==> config.mk <==
export PLATFORM = sky130hd
export DESIGN_NAME = opsg_writer
export DESIGN_NICKNAME = d
export VERILOG_FILES = /design/src/rtl/opsg_pkg.sv /design/src/rtl/opsg_cmd_fifo.sv /design/src/rtl/opsg_writer.sv
export SDC_FILE = /design/constraint.sdc
export NUM_CORES = 1
export LEC_CHECK = 0
export BUFFER_PORTS_ARGS = -buffer_cell sky130_fd_sc_hd__buf_2
export CAP_MARGIN = 20
export CORE_MARGIN = 2
export CORE_UTILIZATION = 45
export CTS_CLUSTER_DIAMETER = 120
export DETAILED_ROUTE_END_ITERATION = 10
export PLACE_DENSITY = 0.65
export SYNTH_ARGS = -nofsm -noshare
export SYNTH_HDL_FRONTEND = slang
export SYNTH_SLANG_ARGS = --single-unit
export TNS_END_PERCENT = 10
==> constraint.sdc <==
create_clock -name clk -period 8.91 [get_ports clk]
set_input_delay 1.3365 -clock clk [delete_from_list [all_inputs] [get_ports clk]]
set_output_delay 1.3365 -clock clk [all_outputs]
set_load 0.05 [all_outputs]
==> src/rtl/opsg_pkg.sv <==
// Shared definitions for the opsg host-side register writer: register
// indices, FSM state encoding, the command record and its byte encoders.
`timescale 1ns/1ps
package opsg_pkg;

  // PSG register indices, {channel, is_volume}
  localparam logic [2:0] REG_FREQ1 = 3'b000;
  localparam logic [2:0] REG_VOL1  = 3'b001;
  localparam logic [2:0] REG_FREQ2 = 3'b010;
  localparam logic [2:0] REG_VOL2  = 3'b011;
  localparam logic [2:0] REG_FREQ3 = 3'b100;
  localparam logic [2:0] REG_VOL3  = 3'b101;
  localparam logic [2:0] REG_CTRL4 = 3'b110;
  localparam logic [2:0] REG_VOL4  = 3'b111;

  // Attenuation end points: 0xF silences a channel, 0x0 is loudest
  localparam logic [3:0] ATT_OFF = 4'hF;
  localparam logic [3:0] ATT_MAX = 4'h0;

  // Writer FSM state encoding
  localparam logic [2:0] ST_IDLE      = 3'd0;
  localparam logic [2:0] ST_LATCH_LO  = 3'd1;
  localparam logic [2:0] ST_LATCH_GAP = 3'd2;
  localparam logic [2:0] ST_DATA_LO   = 3'd3;
  localparam logic [2:0] ST_DATA_GAP  = 3'd4;

  localparam int CMD_W = 13;

  // One queued command, laid out as {vol, chan, value}
  typedef struct packed {
    logic       vol;
    logic [1:0] chan;
    logic [9:0] value;
  } opsg_cmd_t;

  // Register index addressed by a command
  function automatic logic [2:0] cmd_reg(input opsg_cmd_t c);
    return {c.chan, c.vol};
  endfunction

  // Channel 3 without the volume flag is the noise control register
  function automatic logic is_noise(input opsg_cmd_t c);
    return !c.vol && (c.chan == 2'd3);
  endfunction

  // Tone commands are the only two-byte writes
  function automatic logic is_tone(input opsg_cmd_t c);
    return !c.vol && (c.chan != 2'd3);
  endfunction

  // Value with the bits the target register ignores forced to zero
  function automatic logic [9:0] used_bits(input opsg_cmd_t c);
    logic [9:0] v;
    if (is_tone(c))  v = c.value;
    else if (c.vol)  v = {6'd0, c.value[3:0]};
    else             v = {7'd0, c.value[2:0]};
    return v;
  endfunction

  // First (latch) byte of a command
  function automatic logic [7:0] latch_byte(input opsg_cmd_t c);
    logic [7:0] b;
    if (is_noise(c)) b = {1'b1, REG_CTRL4, 1'b0, c.value[2:0]};
    else             b = {1'b1, cmd_reg(c), c.value[3:0]};
    return b;
  endfunction

  // Second byte of a tone command: upper six period bits
  function automatic logic [7:0] data_byte(input opsg_cmd_t c);
    return {2'b00, c.value[9:4]};
  endfunction

endpackage

==> src/rtl/opsg_cmd_fifo.sv <==
// Single-clock command FIFO. Pointers carry one extra wrap bit so that
// full and empty are distinguished without a separate occupancy counter.
`timescale 1ns/1ps
module opsg_cmd_fifo #(
  parameter int DEPTH = 4,
  parameter int WIDTH = 13
) (
  input  logic             clk,
  input  logic             n_rst,
  input  logic             push,
  input  logic [WIDTH-1:0] wdata,
  input  logic             pop,
  output logic [WIDTH-1:0] rdata,
  output logic             full,
  output logic             empty
);

  localparam int AW = $clog2(DEPTH);

  logic [WIDTH-1:0] mem [DEPTH];
  logic [AW:0]      wr_ptr_q, wr_ptr_d;
  logic [AW:0]      rd_ptr_q, rd_ptr_d;

  assign empty = (wr_ptr_q == rd_ptr_q);
  assign full  = (wr_ptr_q[AW] != rd_ptr_q[AW]) &&
                 (wr_ptr_q[AW-1:0] == rd_ptr_q[AW-1:0]);
  assign rdata = mem[rd_ptr_q[AW-1:0]];

  // Advance pointers on accepted push/pop; callers gate with full/empty
  always_comb begin
    wr_ptr_d = wr_ptr_q;
    rd_ptr_d = rd_ptr_q;
    if (push) wr_ptr_d = wr_ptr_q + 1'b1;
    if (pop)  rd_ptr_d = rd_ptr_q + 1'b1;
  end

  // Pointer registers; reset empties the FIFO
  always_ff @(posedge clk or negedge n_rst) begin
    if (!n_rst) begin
      wr_ptr_q <= '0;
      rd_ptr_q <= '0;
    end else begin
      // NOTE: non-blocking assignments keep every flop sampling pre-edge values.
      wr_ptr_q <= wr_ptr_d;
      rd_ptr_q <= rd_ptr_d;
    end
  end

  // Storage write port
  // NOTE: entries are not reset; the pointers alone decide which entries are live.
  always_ff @(posedge clk) begin
    if (push) mem[wr_ptr_q[AW-1:0]] <= wdata;
  end

endmodule

==> src/rtl/opsg_writer.sv <==
// Host-side register writer for the opsg sound generator. Commands are
// queued, checked against a shadow of the last value written to each
// register, then serialised into one or two strobed bytes on n_wr/data.
`timescale 1ns/1ps
module opsg_writer
  import opsg_pkg::*;
#(
  parameter int FIFO_DEPTH     = 4,
  parameter int WR_LOW         = 1,
  parameter int WR_GAP         = 1,
  parameter int SKIP_REDUNDANT = 1
) (
  input  logic       clk,
  input  logic       n_rst,
  input  logic       cmd_valid,
  output logic       cmd_ready,
  input  logic       cmd_vol,
  input  logic [1:0] cmd_chan,
  input  logic [9:0] cmd_value,
  output logic       n_wr,
  output logic [7:0] data,
  output logic       busy
);

  localparam int CNT_MAX = (WR_LOW > WR_GAP) ? WR_LOW : WR_GAP;
  localparam int CNT_W   = $clog2(CNT_MAX + 1);
  localparam logic [CNT_W-1:0] LOW_LAST = CNT_W'(WR_LOW - 1);
  localparam logic [CNT_W-1:0] GAP_LAST = CNT_W'(WR_GAP - 1);

  opsg_cmd_t push_cmd;
  opsg_cmd_t fifo_head;
  logic      fifo_full, fifo_empty;
  logic      fifo_push, fifo_pop;

  logic [2:0]       state_q, state_d;
  logic [CNT_W-1:0] cnt_q, cnt_d;
  opsg_cmd_t        cur_q, cur_d;
  logic             n_wr_q, n_wr_d;
  logic [7:0]       data_q, data_d;

  logic [7:0]       shadow_vld_q, shadow_vld_d;
  logic [7:0][9:0]  shadow_val_q, shadow_val_d;
  logic             shadow_wr;
  logic             head_redundant;
  logic             fetch;

  // Ready depends only on registered FIFO state, so a pop in the same
  // cycle as a full FIFO does not admit a push until the next cycle.
  assign cmd_ready = !fifo_full;
  assign fifo_push = cmd_valid && !fifo_full;
  assign push_cmd  = {cmd_vol, cmd_chan, cmd_value};

  opsg_cmd_fifo #(
    .DEPTH (FIFO_DEPTH),
    .WIDTH (CMD_W)
  ) u_fifo (
    .clk   (clk),
    .n_rst (n_rst),
    .push  (fifo_push),
    .wdata (push_cmd),
    .pop   (fifo_pop),
    .rdata (fifo_head),
    .full  (fifo_full),
    .empty (fifo_empty)
  );

  assign head_redundant = (SKIP_REDUNDANT != 0) &&
                          shadow_vld_q[cmd_reg(fifo_head)] &&
                          (shadow_val_q[cmd_reg(fifo_head)] == used_bits(fifo_head));

  assign n_wr = n_wr_q;
  assign data = data_q;
  assign busy = !fifo_empty || (state_q != ST_IDLE);

  // Writer FSM: strobe timing, byte selection and FIFO fetch
  always_comb begin
    state_d   = state_q;
    cnt_d     = cnt_q;
    cur_d     = cur_q;
    n_wr_d    = 1'b1;
    data_d    = data_q;
    fifo_pop  = 1'b0;
    shadow_wr = 1'b0;
    fetch     = 1'b0;

    case (state_q)
      ST_IDLE: fetch = 1'b1;

      ST_LATCH_LO: begin
        n_wr_d    = 1'b0;
        data_d    = latch_byte(cur_q);
        shadow_wr = 1'b1;
        if (cnt_q == LOW_LAST) begin
          cnt_d   = '0;
          state_d = ST_LATCH_GAP;
        end else begin
          cnt_d = cnt_q + 1'b1;
        end
      end

      ST_LATCH_GAP: begin
        if (cnt_q == GAP_LAST) begin
          cnt_d = '0;
          if (is_tone(cur_q)) state_d = ST_DATA_LO;
          else                fetch   = 1'b1;
        end else begin
          cnt_d = cnt_q + 1'b1;
        end
      end

      ST_DATA_LO: begin
        n_wr_d = 1'b0;
        data_d = data_byte(cur_q);
        if (cnt_q == LOW_LAST) begin
          cnt_d   = '0;
          state_d = ST_DATA_GAP;
        end else begin
          cnt_d = cnt_q + 1'b1;
        end
      end

      ST_DATA_GAP: begin
        if (cnt_q == GAP_LAST) begin
          cnt_d = '0;
          fetch = 1'b1;
        end else begin
          cnt_d = cnt_q + 1'b1;
        end
      end

      default: state_d = ST_IDLE;
    endcase

    // Fetching on the last gap cycle keeps back-to-back commands at
    // minimum pitch; a redundant head is consumed and leaves us in IDLE.
    if (fetch) begin
      state_d = ST_IDLE;
      cnt_d   = '0;
      if (!fifo_empty) begin
        fifo_pop = 1'b1;
        if (!head_redundant) begin
          state_d = ST_LATCH_LO;
          cur_d   = fifo_head;
        end
      end
    end
  end

  // Shadow of the last value issued to each register, keyed by reg index
  always_comb begin
    shadow_vld_d = shadow_vld_q;
    shadow_val_d = shadow_val_q;
    if (shadow_wr) begin
      shadow_vld_d[cmd_reg(cur_q)] = 1'b1;
      shadow_val_d[cmd_reg(cur_q)] = used_bits(cur_q);
    end
  end

  // State, output and shadow registers; reset idles the bus immediately
  always_ff @(posedge clk or negedge n_rst) begin
    if (!n_rst) begin
      state_q      <= ST_IDLE;
      cnt_q        <= '0;
      cur_q        <= '0;
      n_wr_q       <= 1'b1;
      data_q       <= 8'h00;
      shadow_vld_q <= '0;
      shadow_val_q <= '0;
    end else begin
      state_q      <= state_d;
      cnt_q        <= cnt_d;
      cur_q        <= cur_d;
      n_wr_q       <= n_wr_d;
      data_q       <= data_d;
      shadow_vld_q <= shadow_vld_d;
      shadow_val_q <= shadow_val_d;
    end
  end

endmodule

==> flow_summary.toml <==
[critical_path]
timing.critical_path.cells = "mux4_2, nor2b_1, a22oi_1, a21oi_1, nor4_1, o22a_1, a21oi_2, mux2_2"
cp.depth = 8
critical_path.max_stage_delay_ps = 970
worstSetupPathType = "reg -> reg"
startpoint_class_of_the_critical_path = "flop"
sort_of_element_at_the_end_of_the_critical_path = "flop"
r2r_cells = 8
cell_type_group_with_the_largest_total_delay_on_the_critical_path = "compound AO/OA/AOI/OAI gates"
critical_path.reg2reg.startpoint = "u_fifo.rd_ptr_q[0]$_DFFE_PN0P_"
worstPathArrival_ps = 4850
crit_slowest_cell = "sky130_fd_sc_hd__dfrtp_1"
setup.reg_to_reg.worst_slack_ps = 4370
critical_path.max_fanout = 16
critPathBufInv = 0
timing.critical_path.required_ps = 9220
capture_point_of_the_worst_reg_to_reg_path = "cur_q[12]$_DFFE_PN0P_"

[die]
start_util_pct = 46.1
ioPinCount = 27
die_height_um = 132
fp.dieW_um = 132
die_area_mm2 = 0.0174
core_region_mm2 = 0.0159
core_rows = 46

[global_route]
via_count_of_the_first_global_routing_pass = 4437
global_route.peak_usage_layer = "met2"
grt_start_max_net_pins = 87
grt_util_met2_pct = 30.0
globalRouteTotalUtil_pct = 18.9
grt_util_met3_pct = 4.96
grt_pass1_wl_um = 25000
grt.overflow.total = 0
grt_antenna_before_repair = 0
use_met1_pct = 25.8

[cells_and_area]
synthToLayoutAreaGrowth_pct = 11.7
post_route_cells_drive_above_1_share_pct = 21.3
num_antenna_cells = 0
post_layout_nonfiller_instances = 789
n_fill_cell = 1343
layout.nets = 581

[routing]
first_iter_violations = 291
drt_wl_total_um = 15400
ant_nets = 0
via_count = 4260
drt-wirelength-per-cell_um = 19.5
via_per_inst = 5.40
drt_pre_antenna_iters = 4
drc = 0

[placement]
dp_slack_ps = 4390
dpl.hpwl_um = 10200
globalplace.congestion = 0.846
port_buffers = 26
dpl.cell_count = 756

[timing]
layout_worst_path_cycle_share_pct = 51.0
fmax_ghz = 0.220
final.min_clock_period_ps = 4540
timing.final.setup_violations = 0
worst_tran_pin_value_ps = 1010
timing.setup.tns_ps = 0
hold_viol_final = 0
grt_setup_unrepaired = "no"
timing_max_transition_violations_final = 0
holdWs_ps = 467
timing.final.ws_setup_ps = 4370
timing.clock.skew_ps = 8.20
relSlewSlack_pct = 32.4

[synth]
async_reset_ff_share_pct = 69.6
yosys_most_used_dff = "sky130_fd_sc_hd__dfrtp_1"
post_synth.cell_area_avg_um2 = 13.6
post_synth_mux_area_share_pct = 17.4
synth-warning-count = 0
synth-seq-cells = 171
share_of_the_synthesized_area_in_compound_gates_ao_oa_aoi_oai_pct = 6.76
postSynthCellCount = 539
post_synth_and_or_nand_nor_area_fraction_pct = 9.84
synth_adder_area_share_pct = 0.851
distinct_cells_synth = 48
synth.cell_area_mm2 = 0.00735
synth_enable_flop_cells = 52
synth.net_count = 560
synth_top_family_by_area = "multiplexers"
synth_sequential_area_ratio_pct = 61.8
synth-xor-area-share_pct = 0.954

[power]
static-leakage-power_uw = 0.00352
ir_drop_v = 0.000276
power-per-cell-area_mw_per_mm2 = 404

[clock_network]
cts-buffers-inserted = 17
cts_num_sinks = 171
clock_tree.htree_level_count = 4
cts_resized = 0
post_cts.repair.setup_buffers = 0
maximum_clock_insertion_buffer_count = 2
clk-insertion-delay-late_ps = 420
cts_hold_bufs = 0
clkSlewWorstSetupHoldPaths_ps = 70
clock_tree_from_tritoncts = "done"
cts_root_buf = "sky130_fd_sc_hd__clkbuf_16"

[outcome]
status = "finished, final reports clean"

[job]
cap_viol_max_count = 0

[worst_hold_path]
hold_crit_start = "shadow_vld_q[6]$_DFFE_PN0P_"
whs_endpoint = "shadow_vld_q[6]$_DFFE_PN0P_"
hold_depth = 1
worstHoldPathType = "reg -> reg"
[stage by stage]
step / total power, uW / util (%) / area [um2]
after global routing: 3520 / 51.5 / 8210
after detailed placement: 2640 / 47.8 / 7630
after CTS: 3330 / 51.3 / 8180
after global placement: 2600 / 47.8 / 7620
final: 3320 / 51.5 / 8210
after floorplan: 2320 / - / 7350
[layout make-up]
cell class                      count  area [um2]  share of cell area [%]
Tap cell                          216         270                    3.29
Timing Repair Buffer               31         194                    2.36
Sequential cell                   171        4540                    55.3
Multi-Input combinational cell    335        2640                    32.1
Inverter                            4        15.0                   0.183
Clock buffer                       21         472                    5.75
Clock inverter                     11        81.3                   0.991
[cell usage in the layout (no fill, tap or decap), drive strengths merged, types with 2 or more instances in the layout]
cell	synthesis	routed
nor3	3	3
inv	4	8
a22o	6	6
xnor2	5	5
or2	2	2
mux2i	51	51
and3	7	7
xor2	3	3
nor2	8	8
nand4	3	3
mux2	39	39
clkinvlp	0	2
ha	5	5
clkinv	0	5
nand3	2	2
dfrtp	118	118
o22ai	2	2
nor4b	2	2
nor2b	18	18
nand2b	7	7
a21oi	9	9
a22oi	17	17
nor3b	2	2
buf	17	31
nor4	2	2
edfxtp	52	52
clkbuf	12	21
o21ai	36	36
and2	20	20
nand2	62	62
mux4	13	13
[routing by layer]
| metal | part of all wire (%) | routed length [um] | vias to the layer above |
|---|---|---|---|
| li1 | - | - | 1981 |
| met1 | 46 | 7130 | 2172 |
| met2 | 48 | 7450 | 91 |
| met3 | 3.5 | 544 | 16 |
| met4 | 1.6 | 252 | 0 |
| met5 | 0 | 0 | - |
[power by group]
part	total [uW]	leakage, uW	switching (uW)	internal, uW
registers	1260	0.00198	191	1070
logic	1370	0.00127	782	585
clock network	691	0.000267	308	383
[worst register-to-register path: cells and delay by family, from the launching register on]
family             cells  cell delay, ps
AOI/OAI and AO/OA      4            1510
and+or+nand+nor        2             770
muxes                  2            1180
DFF                    1             970
[logic make-up after synthesis]
family          count (synthesis)
xor+xnor                        8
buf+inv                        33
simple gates                  140
compound gates                 79
flops                         171
fa+ha+maj                       5
mux                           103
[worst max path at each step]
stage,endpoint,slack [ps],from
after CTS,cur_q[11]$_DFFE_PN0P_,4370,u_fifo.rd_ptr_q[0]$_DFFE_PN0P_
after detailed placement,cur_q[11]$_DFFE_PN0P_,4390,u_fifo.rd_ptr_q[0]$_DFFE_PN0P_
after global routing,cur_q[12]$_DFFE_PN0P_,4040,u_fifo.rd_ptr_q[0]$_DFFE_PN0P_
after floorplan,busy,5920,u_fifo.rd_ptr_q[1]$_DFFE_PN0P_
final,cur_q[12]$_DFFE_PN0P_,4370,u_fifo.rd_ptr_q[0]$_DFFE_PN0P_
after global placement,cur_q[11]$_DFFE_PN0P_,4550,u_fifo.rd_ptr_q[0]$_DFFE_PN0P_
[flip-flops by register name (all words and copies together), names as in the netlist]
name / cells
cur_q: 13
data: 8
shadow_val_q: 80
u_fifo.wr_ptr_q: 3
n_wr: 1
u_fifo.rd_ptr_q: 3
state_q: 3
u_fifo.mem: 52
shadow_vld_q: 8
[cell usage after synthesis (6+ instances only)]
master	n	area (um2)
sky130_fd_sc_hd__nor2b_1	18	113
sky130_fd_sc_hd__and2_1	19	119
sky130_fd_sc_hd__a22o_1	6	52.6
sky130_fd_sc_hd__mux4_2	13	293
sky130_fd_sc_hd__and3_1	7	43.8
sky130_fd_sc_hd__o21ai_0	36	180
sky130_fd_sc_hd__a22oi_1	17	128
sky130_fd_sc_hd__clkbuf_1	12	45.0
sky130_fd_sc_hd__edfxtp_1	52	1560
sky130_fd_sc_hd__mux2_4	9	135
sky130_fd_sc_hd__nand2_1	62	233
sky130_fd_sc_hd__mux2_2	30	338
sky130_fd_sc_hd__mux2i_1	51	510
sky130_fd_sc_hd__nor2_1	8	30.0
sky130_fd_sc_hd__dfrtp_1	118	2950
sky130_fd_sc_hd__a21oi_1	7	35.0
sky130_fd_sc_hd__nand2b_1	7	43.8
Power figures use the tool's default switching activity.
